**src/rtl/key_conditioner_pkg.sv**
```systemverilog
// Shared types for the key input conditioner: arbiter states, synchroniser depth
// and a one-hot test used by the arbiter.
package key_conditioner_pkg;

   localparam int SYNC_STAGES = 2;

   typedef enum logic [1:0] {
      IDLE  = 2'd0,
      HELD  = 2'd1,
      CHORD = 2'd2
   } arb_state_t;

   // Callers zero-extend their vector to 32 bits; exactly one bit set returns 1.
   function automatic logic is_one_hot(input logic [31:0] v);
      return (v != 32'd0) && ((v & (v - 32'd1)) == 32'd0);
   endfunction

endpackage

```
**src/rtl/key_input_conditioner_if.sv**
```systemverilog
// Pin-side and lock-FSM-side signals of the key input conditioner.
interface key_input_conditioner_if #(
   parameter int KEY_WIDTH = 4
);
   // No back-pressure: rawKey is a free-running level; key is a registered level
   // that is zero or one-hot, and keyPressed is a single-cycle strobe that is
   // valid only in the cycle key leaves zero. The consumer is always ready.
   logic [KEY_WIDTH-1:0] rawKey;
   logic [KEY_WIDTH-1:0] key;
   logic                 keyPressed;
   logic                 chordError;

   modport master (output rawKey, input key, keyPressed, chordError);
   modport slave  (input rawKey, output key, keyPressed, chordError);
endinterface

```
**src/rtl/key_input_conditioner_debounce.sv**
```systemverilog
// One button channel: 2-flop synchroniser, stability counter and accepted level.
module debounce_channel
   import key_conditioner_pkg::*;
#(
   parameter int DEBOUNCE_CYCLES = 4,
   parameter int COUNTER_WIDTH   = $clog2(DEBOUNCE_CYCLES + 1)
) (
   input  logic clock,
   input  logic reset,
   input  logic i_raw,
   output logic o_stable
);

   localparam logic [COUNTER_WIDTH-1:0] CNT_LAST = COUNTER_WIDTH'(DEBOUNCE_CYCLES - 1);

   logic [SYNC_STAGES-1:0] r_sync;
   logic                   r_stable;
   logic [COUNTER_WIDTH-1:0] r_cnt;
   logic                   w_sample;

   assign w_sample = r_sync[SYNC_STAGES-1];
   assign o_stable = r_stable;

   // Any return to the accepted level clears the count, so a bounce restarts it.
   always_ff @(posedge clock) begin
      if (reset) begin
         r_sync   <= '0;
         r_stable <= 1'b0;
         r_cnt    <= '0;
      end else begin
         r_sync <= {r_sync[SYNC_STAGES-2:0], i_raw};
         if (w_sample == r_stable) begin
            r_cnt <= '0;
         end else if (r_cnt == CNT_LAST) begin
            r_stable <= w_sample;
            r_cnt    <= '0;
         end else begin
            r_cnt <= r_cnt + 1'b1;
         end
      end
   end

endmodule

```
**src/rtl/key_input_conditioner.sv**
```systemverilog
// Debounces each button and presents at most one held button as a one-hot key.
// Build option: KEY_ACTIVE_LOW_EN inverts rawKey ahead of the synchronisers.
module key_input_conditioner
   import key_conditioner_pkg::*;
#(
   parameter int CLOCK_FREQ       = 50000000,
   parameter int DEBOUNCE_TIME_MS = 20,
   parameter int DEBOUNCE_CYCLES  = CLOCK_FREQ / 1000 * DEBOUNCE_TIME_MS,
   parameter int COUNTER_WIDTH    = $clog2(DEBOUNCE_CYCLES + 1),
   parameter int KEY_WIDTH        = 4
) (
   input  logic                    clock,
   input  logic                    reset,
   key_input_conditioner_if.slave  bus,
   output arb_state_t              o_dbg_state
);

   logic [KEY_WIDTH-1:0] w_raw;
   logic [KEY_WIDTH-1:0] w_stable;

   arb_state_t           r_state;
   logic [KEY_WIDTH-1:0] r_key;
   logic                 r_key_pressed;
   logic                 r_chord_error;

`ifdef KEY_ACTIVE_LOW_EN
   assign w_raw = ~bus.rawKey;
`else
   assign w_raw = bus.rawKey;
`endif

   for (genvar gi = 0; gi < KEY_WIDTH; gi++) begin : g_chan
      debounce_channel #(
         .DEBOUNCE_CYCLES (DEBOUNCE_CYCLES),
         .COUNTER_WIDTH   (COUNTER_WIDTH)
      ) u_chan (
         .clock    (clock),
         .reset    (reset),
         .i_raw    (w_raw[gi]),
         .o_stable (w_stable[gi])
      );
   end

   // A chord only clears once every button is released, so a leftover single
   // button can never produce a second keyPressed.
   always_ff @(posedge clock) begin
      if (reset) begin
         r_state       <= IDLE;
         r_key         <= '0;
         r_key_pressed <= 1'b0;
         r_chord_error <= 1'b0;
      end else begin
         r_key_pressed <= 1'b0;
         case (r_state)
            IDLE: begin
               if (w_stable == '0) begin
                  r_key         <= '0;
                  r_chord_error <= 1'b0;
               end else if (is_one_hot(32'(w_stable))) begin
                  r_state       <= HELD;
                  r_key         <= w_stable;
                  r_key_pressed <= 1'b1;
               end else begin
                  r_state       <= CHORD;
                  r_key         <= '0;
                  r_chord_error <= 1'b1;
               end
            end
            HELD: begin
               if (w_stable == r_key) begin
                  r_state <= HELD;
               end else if (w_stable == '0) begin
                  r_state <= IDLE;
                  r_key   <= '0;
               end else begin
                  r_state       <= CHORD;
                  r_key         <= '0;
                  r_chord_error <= 1'b1;
               end
            end
            CHORD: begin
               r_key <= '0;
               if (w_stable == '0) begin
                  r_state       <= IDLE;
                  r_chord_error <= 1'b0;
               end else begin
                  r_chord_error <= 1'b1;
               end
            end
            default: begin
               r_state       <= IDLE;
               r_key         <= '0;
               r_chord_error <= 1'b0;
            end
         endcase
      end
   end

   assign bus.key        = r_key;
   assign bus.keyPressed = r_key_pressed;
   assign bus.chordError = r_chord_error;
   assign o_dbg_state    = r_state;

endmodule

```
**src/flat_wrapper.sv**
```systemverilog
// flat-port wrapper written by rule: the top's interface ports become plain ports
module key_input_conditioner_flat import key_conditioner_pkg::*;
#(
   parameter int CLOCK_FREQ       = 50000000,
   parameter int DEBOUNCE_TIME_MS = 20,
   parameter int DEBOUNCE_CYCLES  = CLOCK_FREQ / 1000 * DEBOUNCE_TIME_MS,
   parameter int COUNTER_WIDTH    = $clog2(DEBOUNCE_CYCLES + 1),
   parameter int KEY_WIDTH        = 4
)
  (clock, reset, o_dbg_state, bus_rawKey, bus_key, bus_keyPressed, bus_chordError);
  key_input_conditioner_if #(.KEY_WIDTH(KEY_WIDTH)) bus_i ();
  input  logic clock;
  input  logic reset;
  output arb_state_t o_dbg_state;
  input wire logic [$bits(bus_i.rawKey)-1:0] bus_rawKey;
  output wire logic [$bits(bus_i.key)-1:0] bus_key;
  output wire logic [$bits(bus_i.keyPressed)-1:0] bus_keyPressed;
  output wire logic [$bits(bus_i.chordError)-1:0] bus_chordError;
  assign bus_i.rawKey = bus_rawKey;
  assign bus_key = bus_i.key;
  assign bus_keyPressed = bus_i.keyPressed;
  assign bus_chordError = bus_i.chordError;
  key_input_conditioner #(.CLOCK_FREQ(CLOCK_FREQ), .DEBOUNCE_TIME_MS(DEBOUNCE_TIME_MS), .DEBOUNCE_CYCLES(DEBOUNCE_CYCLES), .COUNTER_WIDTH(COUNTER_WIDTH), .KEY_WIDTH(KEY_WIDTH)) u_core (.clock(clock), .reset(reset), .bus(bus_i), .o_dbg_state(o_dbg_state));
endmodule
```
**config.mk**
```make
export PLATFORM = sky130hd
export DESIGN_NAME = key_input_conditioner_flat
export DESIGN_NICKNAME = d
export VERILOG_FILES = /design/src/rtl/key_conditioner_pkg.sv /design/src/rtl/key_input_conditioner_if.sv /design/src/rtl/key_input_conditioner_debounce.sv /design/src/rtl/key_input_conditioner.sv /design/src/flat_wrapper.sv
export SDC_FILE = /design/constraint.sdc
export NUM_CORES = 1
export LEC_CHECK = 0
export ABC_AREA = 1
export ABC_CLOCK_PERIOD_IN_PS = 3600
export BUFFER_PORTS_ARGS = -buffer_cell sky130_fd_sc_hd__buf_2
export CAP_MARGIN = 0
export CORE_UTILIZATION = 50
export CTS_BUF_LIST = sky130_fd_sc_hd__clkbuf_8
export CTS_CLUSTER_DIAMETER = 100
export CTS_CLUSTER_SIZE = 8
export DETAILED_ROUTE_END_ITERATION = 8
export GPL_TIMING_DRIVEN = 0
export HOLD_SLACK_MARGIN = 0.06
export PLACE_DENSITY = 0.66
export SYNTH_ARGS = -nofsm -noshare
export SYNTH_HDL_FRONTEND = slang
export SYNTH_SLANG_ARGS = --single-unit
export TNS_END_PERCENT = 20
```
**constraint.sdc**
```tcl
create_clock -name clock -period 3.6 [get_ports clock]
set_input_delay 0.54 -clock clock [delete_from_list [all_inputs] [get_ports clock]]
set_output_delay 0.54 -clock clock [all_outputs]
set_load 0.03 [all_outputs]
```
==> qor.yml <==
outcome: "complete, no violations"
crit_required_ns: 3.85
critical_path.max_stage_delay_ns: 0.37
row_count: 35
fin_crit_sh_pct: 47.58
hp-class: "input port to register"
rsz0062_at_grt: "no"
grt_max_degree: 16
path_class: "register to register"
ir_drop_uv: 275.4
final_antenna_net_count: 0
place_inst: 874
die_y_um: 101.2
layout_common_cells: "nand2_1, nor2_1, dfxtp_1"
post_drt_wl_per_cell_um: 11.25
antenna_found_initial: 0
drt_iter0_markers: 169
synthSimpleGateAreaFrac_pct: 39.22
area_growth_syn_to_layout_pct: 7.935
grt_overflow_total: 0
portBuffers: 12
cts-htree-levels: 3
powerDensity_nw_per_um2: 334.0
cts_resized: 0
skew_ns: 0.005509
slew_viol_final: 0
vias: 4456
synth.distinct_cells: 30
yosysSeqAreaShare_pct: 40.69
critPathSlowestCell: "dfxtp_1"
antenna_cells: 0
dp_hpwl_um: 7545
cp_max_fo: 10
die_area_um2: 10240
die_x_um: 101.2
muxShareOfSynthArea_pct: 0
grt_pass1_vias: 4063
cts_hold_buf: 0
grt_first_pass_wirelength_um: 17430
fmax_mhz: 583.8
synth.top_cell.area_share_pct: 40.69
root_buffer: "clkbuf_8"
fin_nets: 766
ys_top_cells_by_area: "dfxtp_1, nand2_1, nor2_1"
setup_viol: 0
hold_viol_final: 0
yosysWarnings: 0
core_um2: 9371
yosys.area.top_type: "dfxtp_1"
fin_area_um2: 5310
drive_above_1_share_pct: 9.067
yosys.area_share.adder_pct: 1.017
slew-limit-headroom_pct: 72.38
synth_compound_area_share_pct: 7.172
io_pins: 14
startpoint_type: "register"
clock_path_buffers: 2
place_ws_ns: 1.879
crit_chain: "ha_1, nand3_2, nor2_4, nand2_2, nor2_4, nand2_2, nand2_4, buf_12, nor2_4"
maxCapViolations: 0
syn_inst: 733
critical_path_arrival_ns: 1.97
worst_pin_slew_ns: 0.4099
cts_buffers: 9
drc: 0
clock_sinks: 100
grt_usage_pct: 21.25
crit_path_end_kind: "register"
postRouteWirelength_um: 10010
cts_setup_buffers: 0
avgSynthCellArea_um2: 6.712
final_common_cell: "nand2_1"
setup_tns_ns: 0
first_pass_iters: 5
clk_latency_ns: 0.35
gp_congestion: 0.9101
cpMostUsedCell: "nor2_4"
synth_fp_nets: 743
synth_top_family_by_area: "simple AND/OR/NAND/NOR gates"
stdcell_count: 890
fin_util_pct: 56.66
post_dp_cell_area_um2: 5141
syn_area_um2: 4920
setup_slack_ns: 1.887
tritoncts: "yes"
leakagePower_uw: 0.001741
routed_via_density: 5.007
ys_ff_latch: 100
synth-xor-area-share_pct: 4.451
path_clk_slew_ns: 0.09
start_util_pct: 52.50
fin_crit_ns: 1.713
==> logic make-up after synthesis <==
| family | after synthesis |
|---|---|
| AO/OA/AOI/OAI | 69 |
| XOR/XNOR | 25 |
| adder cells (fa/ha/maj) | 4 |
| buffers and inverters | 89 |
| flip-flops | 100 |
| AND/OR/NAND/NOR | 446 |
==> worst max-delay path: cells and delay by family, from the launching register on <==
| family | cells | cell delay (ns) |
|---|---|---|
| flops | 1 | 0.37 |
| fa+ha+maj | 1 | 0.29 |
| simple gates | 7 | 0.77 |
| buf+inv | 1 | 0.17 |
==> metrics by stage <==
stage               total power [uW]  hold slack, ns
floorplan                       1158          0.3883
global placement                1166          0.3929
detailed placement              1167          0.3976
CTS                             1803          0.3596
global route                    1854          0.3684
finish                          1774          0.3803
==> layout make-up <==
cell class	instances	area (um^2)
Clock buffer	10	137.6
Sequential cell	100	2002
Fill cell	953	4061
Timing Repair Buffer	12	60.06
Clock inverter	6	31.28
Buffer	12	77.57
Tap cell	129	161.4
Multi-Input combinational cell	544	2551
Inverter	77	289.0
==> synth_stat cells, drive strengths merged <==
cell / instances
nand2: 182
nor2: 170
dfxtp: 100
inv: 77
a21oi: 49
nand3: 45
nand4: 19
o21ai: 18
xor2: 16
or2: 11
nor3: 10
xnor2: 9
buf: 8
nand3b: 7
clkbuf: 4
ha: 4
a31oi: 1
and2: 1
nand2b: 1
o21bai: 1
==> worst paths after layout <==
check,startpoint,endpoint,slack [ns],cells past startpoint
setup / recovery,u_core.g_chan[1].u_chan.r_cnt[0],u_core.g_chan[1].u_chan.r_cnt[11],1.89,9
setup reg to reg,u_core.g_chan[1].u_chan.r_cnt[0],u_core.g_chan[1].u_chan.r_cnt[11],1.89,9
hold reg to reg,u_core.g_chan[0].u_chan.r_sync[0],u_core.g_chan[0].u_chan.r_sync[1],0.41,2
hold / removal,bus_rawKey[2],u_core.g_chan[2].u_chan.r_sync[0],0.38,3
==> power by group <==
| part | leakage [uW] | internal (uW) | switching, uW |
|---|---|---|---|
| registers | 0.000807 | 1110 | 3.42 |
| clock network | 0.0000930 | 263 | 370 |
| logic | 0.000841 | 8.87 | 17.5 |
| total | 0.00174 | 1380 | 391 |
==> layer usage <==
layer / GRT usage (%) / vias up / wire [um] / share of wire [%]
met4: 6.132 / 0 / 55 / 0.55
li1: - / 2355 / - / -
met1: 27.75 / 2017 / 5024 / 50
met5: 0 / - / 0 / 0
met3: 4.555 / 4 / 381 / 3.8
met2: 35.43 / 80 / 4548 / 45
==> state kept, by name, indices dropped and copies added, names as in the netlist <==
name                           count
u_core.g_chan.u_chan.r_cnt        80
u_core.g_chan.u_chan.r_sync        8
u_core.bus.key                     4
u_core.g_chan.u_chan.o_stable      4
u_core.o_dbg_state                 2
u_core.bus.chordError              1
u_core.bus.keyPressed              1
Note: power is estimated with default switching activity, not from simulation.
